## src/rtl/ifetch.sv

```systemverilog
// Instruction fetch unit: one outstanding memory read per instruction, with flush/stall handling.
// Define IFETCH_MISALIGN_CHECK_EN to add misaligned-PC detection and the inst_fault output.
module ifetch (
  input  logic        clk,
  input  logic        nrst,
  input  logic [31:0] pc,
  input  logic        pc_en,
  input  logic        flush,
  input  logic        stall,
  output logic [31:0] inst,
  output logic        inst_ready,
  output logic        mem_ren,
  output logic [31:0] mem_addr,
  input  logic        mem_ready,
  input  logic [31:0] mem_rdata
`ifdef IFETCH_MISALIGN_CHECK_EN
  ,
  output logic        inst_fault
`endif
);

  localparam logic [31:0] NOP = 32'h0000_0013;

  typedef enum logic [2:0] {
    IDLE,
    REQ,
    DRAIN,
    HOLD,
    DONE
  } state_t;

  state_t state, state_nxt;
  logic   load_addr;
  logic   load_nop;
  logic   capture;
  logic   misaligned;

`ifdef IFETCH_MISALIGN_CHECK_EN
  logic fault_q;
  assign misaligned = (pc[1:0] != 2'b00);
`else
  assign misaligned = 1'b0;
`endif

  always_comb begin
    state_nxt = state;
    load_addr = 1'b0;
    load_nop  = 1'b0;
    capture   = 1'b0;
    case (state)
      IDLE: begin
        if (pc_en && !flush) begin
          if (misaligned) begin
            load_nop  = 1'b1;
            state_nxt = DONE;
          end else begin
            load_addr = 1'b1;
            state_nxt = REQ;
          end
        end
      end
      REQ: begin
        // A flush with no data yet must still wait out the outstanding read.
        if (flush) begin
          state_nxt = mem_ready ? IDLE : DRAIN;
        end else if (mem_ready) begin
          capture   = 1'b1;
          state_nxt = stall ? HOLD : DONE;
        end
      end
      DRAIN: begin
        if (mem_ready) state_nxt = IDLE;
      end
      HOLD: begin
        if (flush)       state_nxt = IDLE;
        else if (!stall) state_nxt = DONE;
      end
      DONE:    state_nxt = IDLE;
      default: state_nxt = IDLE;
    endcase
  end

  assign mem_ren    = (state == REQ) || (state == DRAIN);
  assign inst_ready = (state == DONE) && !flush;

  always_ff @(posedge clk or negedge nrst) begin
    if (!nrst) begin
      state    <= IDLE;
      inst     <= 32'h0;
      mem_addr <= 32'h0;
    end else begin
      state <= state_nxt;
      if (load_addr) mem_addr <= pc;
      if (capture)       inst <= mem_rdata;
      else if (load_nop) inst <= NOP;
    end
  end

`ifdef IFETCH_MISALIGN_CHECK_EN
  // Flag lasts only for the DONE cycle that follows a misaligned IDLE.
  always_ff @(posedge clk or negedge nrst) begin
    if (!nrst) fault_q <= 1'b0;
    else       fault_q <= load_nop;
  end

  assign inst_fault = fault_q && inst_ready;
`endif

endmodule

```

## config.mk

```make
export PLATFORM = sky130hd
export DESIGN_NAME = ifetch
export DESIGN_NICKNAME = d
export VERILOG_FILES = /design/src/rtl/ifetch.sv
export SDC_FILE = /design/constraint.sdc
export NUM_CORES = 1
export LEC_CHECK = 0
export BUFFER_PORTS_ARGS = -buffer_cell sky130_fd_sc_hd__buf_4
export CAP_MARGIN = 20
export CORE_MARGIN = 2
export CORE_UTILIZATION = 40
export DETAILED_ROUTE_END_ITERATION = 6
export GPL_ROUTABILITY_DRIVEN = 0
export PLACE_DENSITY = 0.78
export SLEW_MARGIN = 20
export SYNTH_ARGS = -nofsm -noshare
export SYNTH_HDL_FRONTEND = slang
export SYNTH_SLANG_ARGS = --single-unit
```

## constraint.sdc

```tcl
create_clock -name clk -period 4.5 [get_ports clk]
set_clock_uncertainty 0.2 [all_clocks]
set_input_delay 1.35 -clock clk [delete_from_list [all_inputs] [get_ports clk]]
set_output_delay 1.35 -clock clk [all_outputs]
set_load 0.01 [all_outputs]
```

# Word level (Yosys, flattened, before mapping)
# Cells that the tools add are included.
[totals]
elab_cells = 32
in_bits = 70
ff_bits = 67
out_inout_bits = 66
[classes]
eq_ne = 8
muxes = 15
n_reduce_logical = 6
[ops]
columns = ["operator", "count"]
rows = [
  ["$mux W32", 1],
  ["$mux W3", 7],
  ["$pmux W3 S4", 1],
  ["$eq A3 B2 Y1 const B", 2],
  ["$ne A3 B3 Y1 const B", 2],
  ["$mux W1", 5],
  ["$ne A2 B2 Y1 const B", 2],
  ["$reduce_and A4 Y1", 1],
  ["$eq A3 B1 Y1 const B", 1],
  ["$eq A3 B3 Y1 const B", 1],
  ["$logic_not A3 Y1", 1],
  ["$logic_and A1 B1 Y1", 2],
  ["$mux W2", 1],
  ["$logic_not A1 Y1", 1],
  ["$logic_or A1 B1 Y1", 1],
]

# Longest topological paths before layout
# Gate-level depths: netlist of the first run.
[depth]
word_depth = 4
depth_mapped = 5
mapped_depth_nobuf = 3

# Worst setup path before layout of the first run
# OpenSTA, ideal clock, no wires.
[synth_timing]
path_kind = "input port to output port"
from = "input port flush"
to = "output port inst_ready"
stages = 1
path_slack_ns = 1.116
t_required_ns = 2.950
arrival_time_ns = 1.834
path_buffers = 0
path_cell_list = "nor4b_1"
[synth_between]
elab_chain_cells = 2
[synth_lines]
columns = ["element", "line_no", "text"]
rows = [
  ["start: declaration", "8", "input logic flush,"],
  ["$logic_not A1 Y1", "84", "assign inst_ready = (state == DONE) && !flush;"],
  ["$logic_and A1 B1 Y1", "84", ""],
  ["end: declaration", "11", "output logic inst_ready,"],
]
# Every way passes these cells.

# Final worst setup path of the first run
# Ends and elaborated chain as after synthesis.

==> impl_metrics.py, run 1 <==
metrics = {
    "floorplan": {
        "die_x_um": 87.1,
        "pin_count": 136,
        "core_area_sq_um": 6720,
        "start_util_pct": 41.1,
        "dieArea_sq_um": 7580,
        "rows": 30,
        "fp.dieH_um": 87.1,
    },
    "sta": {
        "post-route-min-period_ns": 3.50,
        "drv_slew": 0,
        "tns_ns": 0,
        "hold_violations": 0,
        "worstMarginPinSlew_ns": 1.03,
        "clock.fmax_ghz": 0.286,
        "hold-worst-slack_ns": 0.286,
        "finalCritPeriodShare_pct": 77.7,
        "rsz0062_at_grt": "false",
        "relSlewSlack_pct": 30.9,
        "setup_viol": 0,
    },
    "drt": {
        "post_drt_wl_per_cell_um": 14.4,
        "wirelength_um": 5510,
        "drtIter0Drc": 26,
        "via_per_inst": 4.79,
        "drtAntennaViolNets": 0,
        "firstDrtPassIters": 4,
        "drc": 0,
        "vias": 1833,
    },
    "clock_tree": {
        "post_cts_buffers": 0,
        "root_buffer": "clkbuf_8",
        "cts_tree": "built",
        "clk_path_buf_depth": 2,
        "cts-buffers-inserted": 9,
        "cts_sinks": 67,
        "path_clk_slew_ns": 0.06,
        "cts_hold_buffers": 0,
        "cts_max_level": 3,
        "cts_resized": 0,
        "insertion_delay_ns": 0.32,
    },
    "power": {
        "peakVddDrop_v": 0.000301,
        "power_density_nw_per_um2": 679,
        "p_leak_nw": 2.01,
        "p_total_mw": 2.70,
    },
    "run_status": {
        "outcome": "finished clean",
    },
    "synthesis": {
        "netlist_instances": 160,
        "synth_top_cell_by_area": "dfrtp_1",
        "yosys_warnings": 0,
        "synth_common_cells": "dfrtp_1 (67), mux2_2 (33), mux2_4 (30)",
        "synthDistinctLibCells": 21,
        "synthArstFlopShare_pct": 100,
        "synthTopCellsByArea": "dfrtp_1 (61%), mux2_4 (16%), mux2_2 (13%), buf_6 (2.9%), nor4_4 (0.77%)",
        "ys_seq_area_share_pct": 60.8,
        "ys_ff_latch": 67,
        "ys.flop_type": "dfrtp_1",
        "synthesis.nets": 230,
        "avgSynthCellArea_sq_um": 17.2,
        "synth_edf_count": 0,
        "synth.cell_area_sq_um": 2760,
        "synth.most_common_cell": "dfrtp_1",
        "yosysTopAreaCellShare_pct": 60.8,
    },
    "setup_path": {
        "critPathCaptureType": "primary output",
        "cp-start-kind": "input pin",
        "rrSetupSlack_ns": 2.20,
        "reg2reg_depth": 3,
        "worstSetupPathType": "input pin to primary output",
        "worst_r2r_endpoint": "inst[15]",
        "cp.arrival_ns": 1.95,
        "path_max_fanout": 8,
        "required_ns": 2.95,
        "rr_startpoint": "state[1]",
    },
    "job": {
        "max-cap-violations": 0,
    },
    "global_route": {
        "grt_max_degree": 68,
        "grt_antenna_before_repair": 0,
        "globalRouteOverflowTotal": 0,
        "grt_pass1_wl_um": 8660,
        "grt_pass1_vias": 1892,
        "track_usage_pct": 14.7,
    },
    "final_layout": {
        "nNetsFinal": 369,
        "syn_to_final_growth_pct": 44.1,
        "layout-drive-gt1-share_pct": 72.3,
        "fillerInstances": 549,
        "post-route-util_pct": 59.2,
        "insertedDiodeCount": 0,
    },
    "worst_hold_path": {
        "holdPathEnd": "mem_addr[1]",
        "min-delay-start": "mem_addr[1]",
        "hold_class": "register to register",
        "whs_path_depth": 1,
    },
    "placed_design": {
        "dp_hpwl_um": 4010,
        "port_buffers": 135,
    },
}
-- area by class of cell --
cell class | instances | area [sq um] | share of cell area [%]
clock inverters | 2 | 10.0 | 0.252
clock buffers | 13 | 169 | 4.25
multi-input cells | 85 | 998 | 25.1
flip-flops and latches | 67 | 1680 | 42.2
well taps | 80 | 100 | 2.52
repair buffers | 136 | 1020 | 25.7
-- kinds of logic (layout without fill, tap and decap cells) --
logic type	count (synthesis)	after routing	share of synthesized area, %
AO/OA/AOI/OAI	8	8	1.91
XOR/XNOR	1	1	0.318
buffers and inverters	8	151	3.04
flip-flops	67	67	60.8
multiplexers	64	64	30.2
AND/OR/NAND/NOR	12	12	3.76
-- power breakdown --
group / switching [mW] / total (mW) / internal, mW
Combinational: 0.417 / 1.17 / 0.750
Sequential: 0.182 / 1.08 / 0.903
Clock: 0.205 / 0.446 / 0.241
-- state kept, by name (all words and copies together) (netlist names) --
| signal | flops |
|---|---|
| mem_addr | 32 |
| inst | 32 |
| state | 3 |
-- critical path, cell delays in order --
cell,delay [ns]
buf_4,0.14
nor4b_1,0.28
buf_4,0.17
-- worst max path at each step --
stage | startpoint | slack [ns] | end | cells past startpoint
after CTS | flush | 0.98 | inst_ready | 3
after global placement | flush | 0.99 | inst_ready | 3
final | flush | 1.00 | inst_ready | 3
after detailed placement | flush | 0.98 | inst_ready | 3
after global routing | flush | 0.95 | inst_ready | 3
after floorplan | flush | 1.12 | inst_ready | 1
-- per-layer routing --
layer / track usage, % / share of wire [%] / vias to the layer above
li1: - / - / 843
met1: 18.0 / 40 / 888
met2: 23.4 / 48 / 90
met3: 4.83 / 9.8 / 12
met4: 7.24 / 2.0 / 0
met5: 0 / 0 / -
-- cells in the final DEF (no fill, tap or decap), types with 2 or more instances in the layout --
cell type / instances
o21ai_0: 2
clkinv_2: 2
clkbuf_8: 12
a21oi_1: 2
buf_4: 136
nor2_1: 4
mux2_2: 33
dfrtp_1: 67
or3b_2: 2
mux2_4: 30
-- stage by stage --
stage | instances | worst slack, ns | instance area [sq um]
floorplan | 160 | 1.12 | 2760
global placement | 368 | 0.992 | 3800
detailed placement | 368 | 0.981 | 3800
CTS | 383 | 0.979 | 3980
global route | 383 | 0.945 | 3980
finish | 383 | 1.00 | 3980
(Power assumes the default switching activity.)
==> run 2: changes to the inputs <==
Settings changed: ABC_AREA set to 1, PLACE_DENSITY 0.78 to 0.76.
Clock period 4.5 ns to 3.5 ns, I/O delays scaled along.
==> impl_metrics.py, run 2 <==
metrics = {
    "synthesis": {
        "ys_ff_latch": 67,
        "synthTopCellsByArea": "dfrtp_1 (54%), o21ai_2 (18%), nand2_1 (9.0%), inv_1 (8.3%), buf_6 (4.7%)",
        "netlist_instances": 316,
        "synth_edf_count": 0,
        "synthArstFlopShare_pct": 100,
        "ys_seq_area_share_pct": 54.2,
        "yosysTopAreaCellShare_pct": 54.2,
        "synth_common_cells": "nand2_1 (74), inv_1 (68), dfrtp_1 (67)",
        "yosys_warnings": 0,
        "synth.most_common_cell": "nand2_1",
        "synthDistinctLibCells": 19,
        "synthesis.nets": 386,
        "synth.cell_area_sq_um": 3090,
        "ys.flop_type": "dfrtp_1",
        "avgSynthCellArea_sq_um": 9.79,
        "synth_top_cell_by_area": "dfrtp_1",
    },
    "setup_path": {
        "required_ns": 2.25,
        "worst_r2r_endpoint": "mem_addr[20]",
        "critPathCaptureType": "primary output",
        "worstSetupPathType": "input pin to primary output",
        "cp.arrival_ns": 1.48,
        "path_max_fanout": 2,
        "reg2reg_depth": 7,
        "rr_startpoint": "state[1]",
        "cp-start-kind": "input pin",
        "rrSetupSlack_ns": 1.87,
    },
    "clock_tree": {
        "path_clk_slew_ns": 0.07,
        "cts_resized": 0,
        "cts_max_level": 3,
        "insertion_delay_ns": 0.32,
        "post_cts_buffers": 0,
        "root_buffer": "clkbuf_8",
        "cts-buffers-inserted": 9,
        "cts_sinks": 67,
        "clk_path_buf_depth": 2,
        "cts_hold_buffers": 0,
        "cts_tree": "built",
    },
    "floorplan": {
        "core_area_sq_um": 7610,
        "start_util_pct": 40.7,
        "rows": 32,
        "die_x_um": 91.9,
        "pin_count": 136,
        "dieArea_sq_um": 8450,
        "fp.dieH_um": 91.9,
    },
    "global_route": {
        "track_usage_pct": 15.0,
        "globalRouteOverflowTotal": 0,
        "grt_pass1_wl_um": 10300,
        "grt_pass1_vias": 2327,
        "grt_antenna_before_repair": 0,
        "grt_max_degree": 68,
    },
    "final_layout": {
        "insertedDiodeCount": 0,
        "fin_area_sq_um": 4390,
        "nNetsFinal": 521,
        "final_cell_mix": "buf_4 (135), nand2_1 (74), inv_1 (68), dfrtp_1 (67), o21ai_2 (64)",
        "syn_to_final_growth_pct": 41.9,
        "post-route-util_pct": 57.7,
        "fillerInstances": 675,
        "fin_cells": 557,
        "layout_commonest_cell": "buf_4",
        "top_regs": "inst (32), mem_addr (32), state (3)",
        "layout-drive-gt1-share_pct": 49.5,
    },
    "placed_design": {
        "placed_area_sq_um": 4130,
        "port_buffers": 135,
        "dp_hpwl_um": 4440,
        "dp.cells": 542,
        "dp_slack_ns": 0.774,
    },
    "worst_hold_path": {
        "min-delay-start": "inst[9]",
        "whs_path_depth": 2,
        "holdPathEnd": "inst[9]",
        "hold_class": "register to register",
    },
    "drt": {
        "via_per_inst": 4.32,
        "post_drt_wl_per_cell_um": 10.9,
        "vias": 2408,
        "drtAntennaViolNets": 0,
        "wirelength_um": 6080,
        "drtIter0Drc": 98,
        "drc": 0,
        "firstDrtPassIters": 5,
    },
    "sta": {
        "setup_viol": 0,
        "tns_ns": 0,
        "drv_slew": 0,
        "post-route-min-period_ns": 2.73,
        "relSlewSlack_pct": 45.3,
        "hold-worst-slack_ns": 0.281,
        "rsz0062_at_grt": "false",
        "finalCritPeriodShare_pct": 78.1,
        "clock.fmax_ghz": 0.366,
        "layout_setup_ws_ns": 0.766,
        "worstMarginPinSlew_ns": 0.821,
        "hold_violations": 0,
    },
    "job": {
        "max-cap-violations": 0,
    },
    "power": {
        "power_density_nw_per_um2": 845,
        "peakVddDrop_v": 0.000330,
        "p_leak_nw": 2.46,
        "p_total_mw": 3.71,
    },
    "run_status": {
        "outcome": "finished clean",
    },
}
==> run 2: cell count changes after synthesis, moves of 2 or more <==
cell     previous run  this run
nand2_1             0        74
inv_1               0        68
o21ai_2             0        64
mux2_2             33         0
mux2_4             30         0
buf_6               7        13
nor2_1              4        10
nand3_1             0         4
inv_2               0         3
a21oi_1             2         0
nand3_4             0         2
or3b_2              2         0
==> run 2: worst max-delay path, cell delays in order <==
cell	delay [ns]
buf_4	0.11
nor3_1	0.17
buf_4	0.15
==> run 2: worst max path at each step <==
stage	cells past startpoint	slack, ns	end	from
5_1_grt	3	0.70	inst_ready	flush
3_5_place_dp	3	0.77	inst_ready	flush
6_report	3	0.77	inst_ready	flush
2_1_floorplan	1	0.90	inst_ready	flush
4_1_cts	3	0.76	inst_ready	flush
3_3_place_gp	3	0.76	inst_ready	flush
==> run 2: area by class of cell <==
cell class	count	area, sq um	area share (%)
flip-flops and latches	67	1680	38.2
clock inverters	6	138	3.14
well taps	102	128	2.91
multi-input cells	163	995	22.7
repair buffers	137	1050	24.0
inverters	73	275	6.27
clock buffers	9	124	2.82
==> run 2: where the power goes <==
| group | total [mW] | switching [mW] | internal (mW) |
|---|---|---|---|
| registers | 1.33 | 0.207 | 1.12 |
| logic | 1.54 | 0.768 | 0.776 |
| clock network | 0.832 | 0.287 | 0.545 |
| total | 3.71 | 1.26 | 2.45 |
==> run 2: cell families (layout without fill, tap and decap cells) <==
family / count (synthesis) / count (layout) / synth area share (%)
simple gates: 95 / 95 / 13.2
buf+inv: 86 / 225 / 13.6
compound gates: 68 / 68 / 18.9
flops: 67 / 67 / 54.2
==> run 2: layer usage <==
layer | part of all wire [%] | vias up | track usage [%]
li1 | - | 1229 | -
met1 | 42 | 1062 | 18.6
met2 | 45 | 106 | 23.3
met3 | 12 | 11 | 6.00
met4 | 1.7 | 0 | 6.47
met5 | 0 | - | 0
==> run 3: changes to the inputs <==
Clock period 3.5 ns to 2.73 ns, I/O delays scaled along.
==> impl_metrics.py, run 3 (same netlist as run 2, synthesis figures left out) <==
metrics = {
    "setup_path": {
        "critPathCaptureType": "primary output",
        "required_ns": 1.71,
        "reg2reg_depth": 7,
        "path_max_fanout": 8,
        "worstSetupPathType": "register to primary output",
        "cp-start-kind": "register",
        "cp.arrival_ns": 1.26,
    },
    "final_layout": {
        "syn_to_final_growth_pct": 41.3,
        "nNetsFinal": 523,
        "final_cell_mix": "buf_4 (137), nand2_1 (74), inv_1 (68), dfrtp_1 (67), o21ai_2 (64)",
        "top_regs": "inst (32), mem_addr (32), state (3)",
        "layout_commonest_cell": "buf_4",
        "fin_area_sq_um": 4370,
        "layout-drive-gt1-share_pct": 49.7,
        "fin_cells": 559,
        "fillerInstances": 688,
        "insertedDiodeCount": 0,
    },
    "global_route": {
        "globalRouteOverflowTotal": 0,
        "track_usage_pct": 15.6,
        "grt_pass1_vias": 2334,
        "grt_antenna_before_repair": 0,
        "grt_pass1_wl_um": 10500,
        "grt_max_degree": 68,
    },
    "drt": {
        "vias": 2435,
        "drtAntennaViolNets": 0,
        "drtIter0Drc": 91,
        "drc": 0,
        "post_drt_wl_per_cell_um": 11.3,
        "firstDrtPassIters": 4,
        "via_per_inst": 4.36,
        "wirelength_um": 6330,
    },
    "placed_design": {
        "dp.cells": 544,
        "dp_hpwl_um": 4610,
        "placed_area_sq_um": 4140,
        "port_buffers": 135,
    },
    "clock_tree": {
        "cts_hold_buffers": 0,
        "insertion_delay_ns": 0.32,
        "root_buffer": "clkbuf_8",
        "post_cts_buffers": 0,
        "cts_sinks": 67,
        "cts_resized": 0,
        "cts_max_level": 3,
        "cts_tree": "built",
        "cts-buffers-inserted": 9,
        "path_clk_slew_ns": 0.07,
        "clk_path_buf_depth": 2,
    },
    "floorplan": {
        "core_area_sq_um": 7610,
        "start_util_pct": 40.7,
        "pin_count": 136,
        "rows": 32,
        "fp.dieH_um": 91.9,
        "dieArea_sq_um": 8450,
        "die_x_um": 91.9,
    },
    "run_status": {
        "outcome": "finished clean",
    },
    "sta": {
        "clock.fmax_ghz": 0.439,
        "rsz0062_at_grt": "false",
        "relSlewSlack_pct": 44.0,
        "tns_ns": 0,
        "worstMarginPinSlew_ns": 0.840,
        "setup_viol": 0,
        "hold-worst-slack_ns": 0.282,
        "drv_slew": 0,
        "finalCritPeriodShare_pct": 83.4,
        "post-route-min-period_ns": 2.28,
        "hold_violations": 0,
    },
    "power": {
        "p_total_mw": 4.66,
        "peakVddDrop_v": 0.000526,
        "combPwrFrac_pct": 42.7,
        "intPower_mw": 3.04,
        "seqPwrFrac_pct": 36.8,
        "power_density_nw_per_um2": 1070,
        "power.switching_mw": 1.62,
        "p_leak_nw": 2.46,
        "switching_share_pct": 34.7,
        "power_frac_clock_pct": 20.5,
    },
    "worst_hold_path": {
        "hold_class": "register to register",
        "whs_path_depth": 2,
    },
    "job": {
        "max-cap-violations": 0,
    },
}
-- run 3: changes by cell type in the layout (fill, tap and decap cells not counted), sizes merged --
cell	change
buf	+2
clkinv	+2
bufinv	-1
inv	-1
-- run 3: area by class of cell --
cell class	instances	area, sq um	area share, %
clock buffer	9	124	2.83
clock inverter	6	105	2.40
inverter	73	275	6.30
multi-input combinational	163	995	22.8
sequential	67	1680	38.4
tap	102	128	2.92
timing repair buffer	139	1070	24.4
-- run 3: per-layer routing --
metal | vias to the layer above | wire, um | track usage [%]
li1 | 1225 | - | -
met1 | 1090 | 2730 | 19.2
met2 | 116 | 2880 | 24.6
met3 | 4 | 672 | 5.92
met4 | 0 | 48 | 6.72
met5 | - | 0 | 0
-- run 3: worst max-delay path, cell delays in order (launching register included) --
cell and delay, ns:
dfrtp_1 0.49, clkinv_2 0.12, nand3_2 0.11, nand2_1 0.08, buf_4 0.14
-- run 3: metrics by stage --
stage	utilization (%)	setup slack, ns
after floorplan	-	0.591
after global placement	54.5	0.455
after detailed placement	54.5	0.465
after CTS	57.5	0.426
after global routing	57.5	0.344
final	57.5	0.453
-- run 3: power by group through the flow --
stage                     clock network, mW  registers [mW]  logic (mW)
after global routing                   1.03            1.78        2.20
after global placement                    0            1.72        1.96
final                                 0.955            1.71        1.99
after floorplan                           0            1.90       0.944
after detailed placement                  0            1.72        2.02
after CTS                             0.988            1.72        2.03
-- run 3: path summary, 6_finish.rpt --
path	from	endpoint	slack (ns)
min in group asynchronous	nrst	mem_addr[28]	0.39
hold / removal	mem_addr[31]	mem_addr[31]	0.28
max in group asynchronous	nrst	inst[4]	1.38
hold reg to reg	mem_addr[31]	mem_addr[31]	0.28
setup reg to reg	state[2]	inst[30]	0.91
setup / recovery	state[1]	mem_ren	0.45
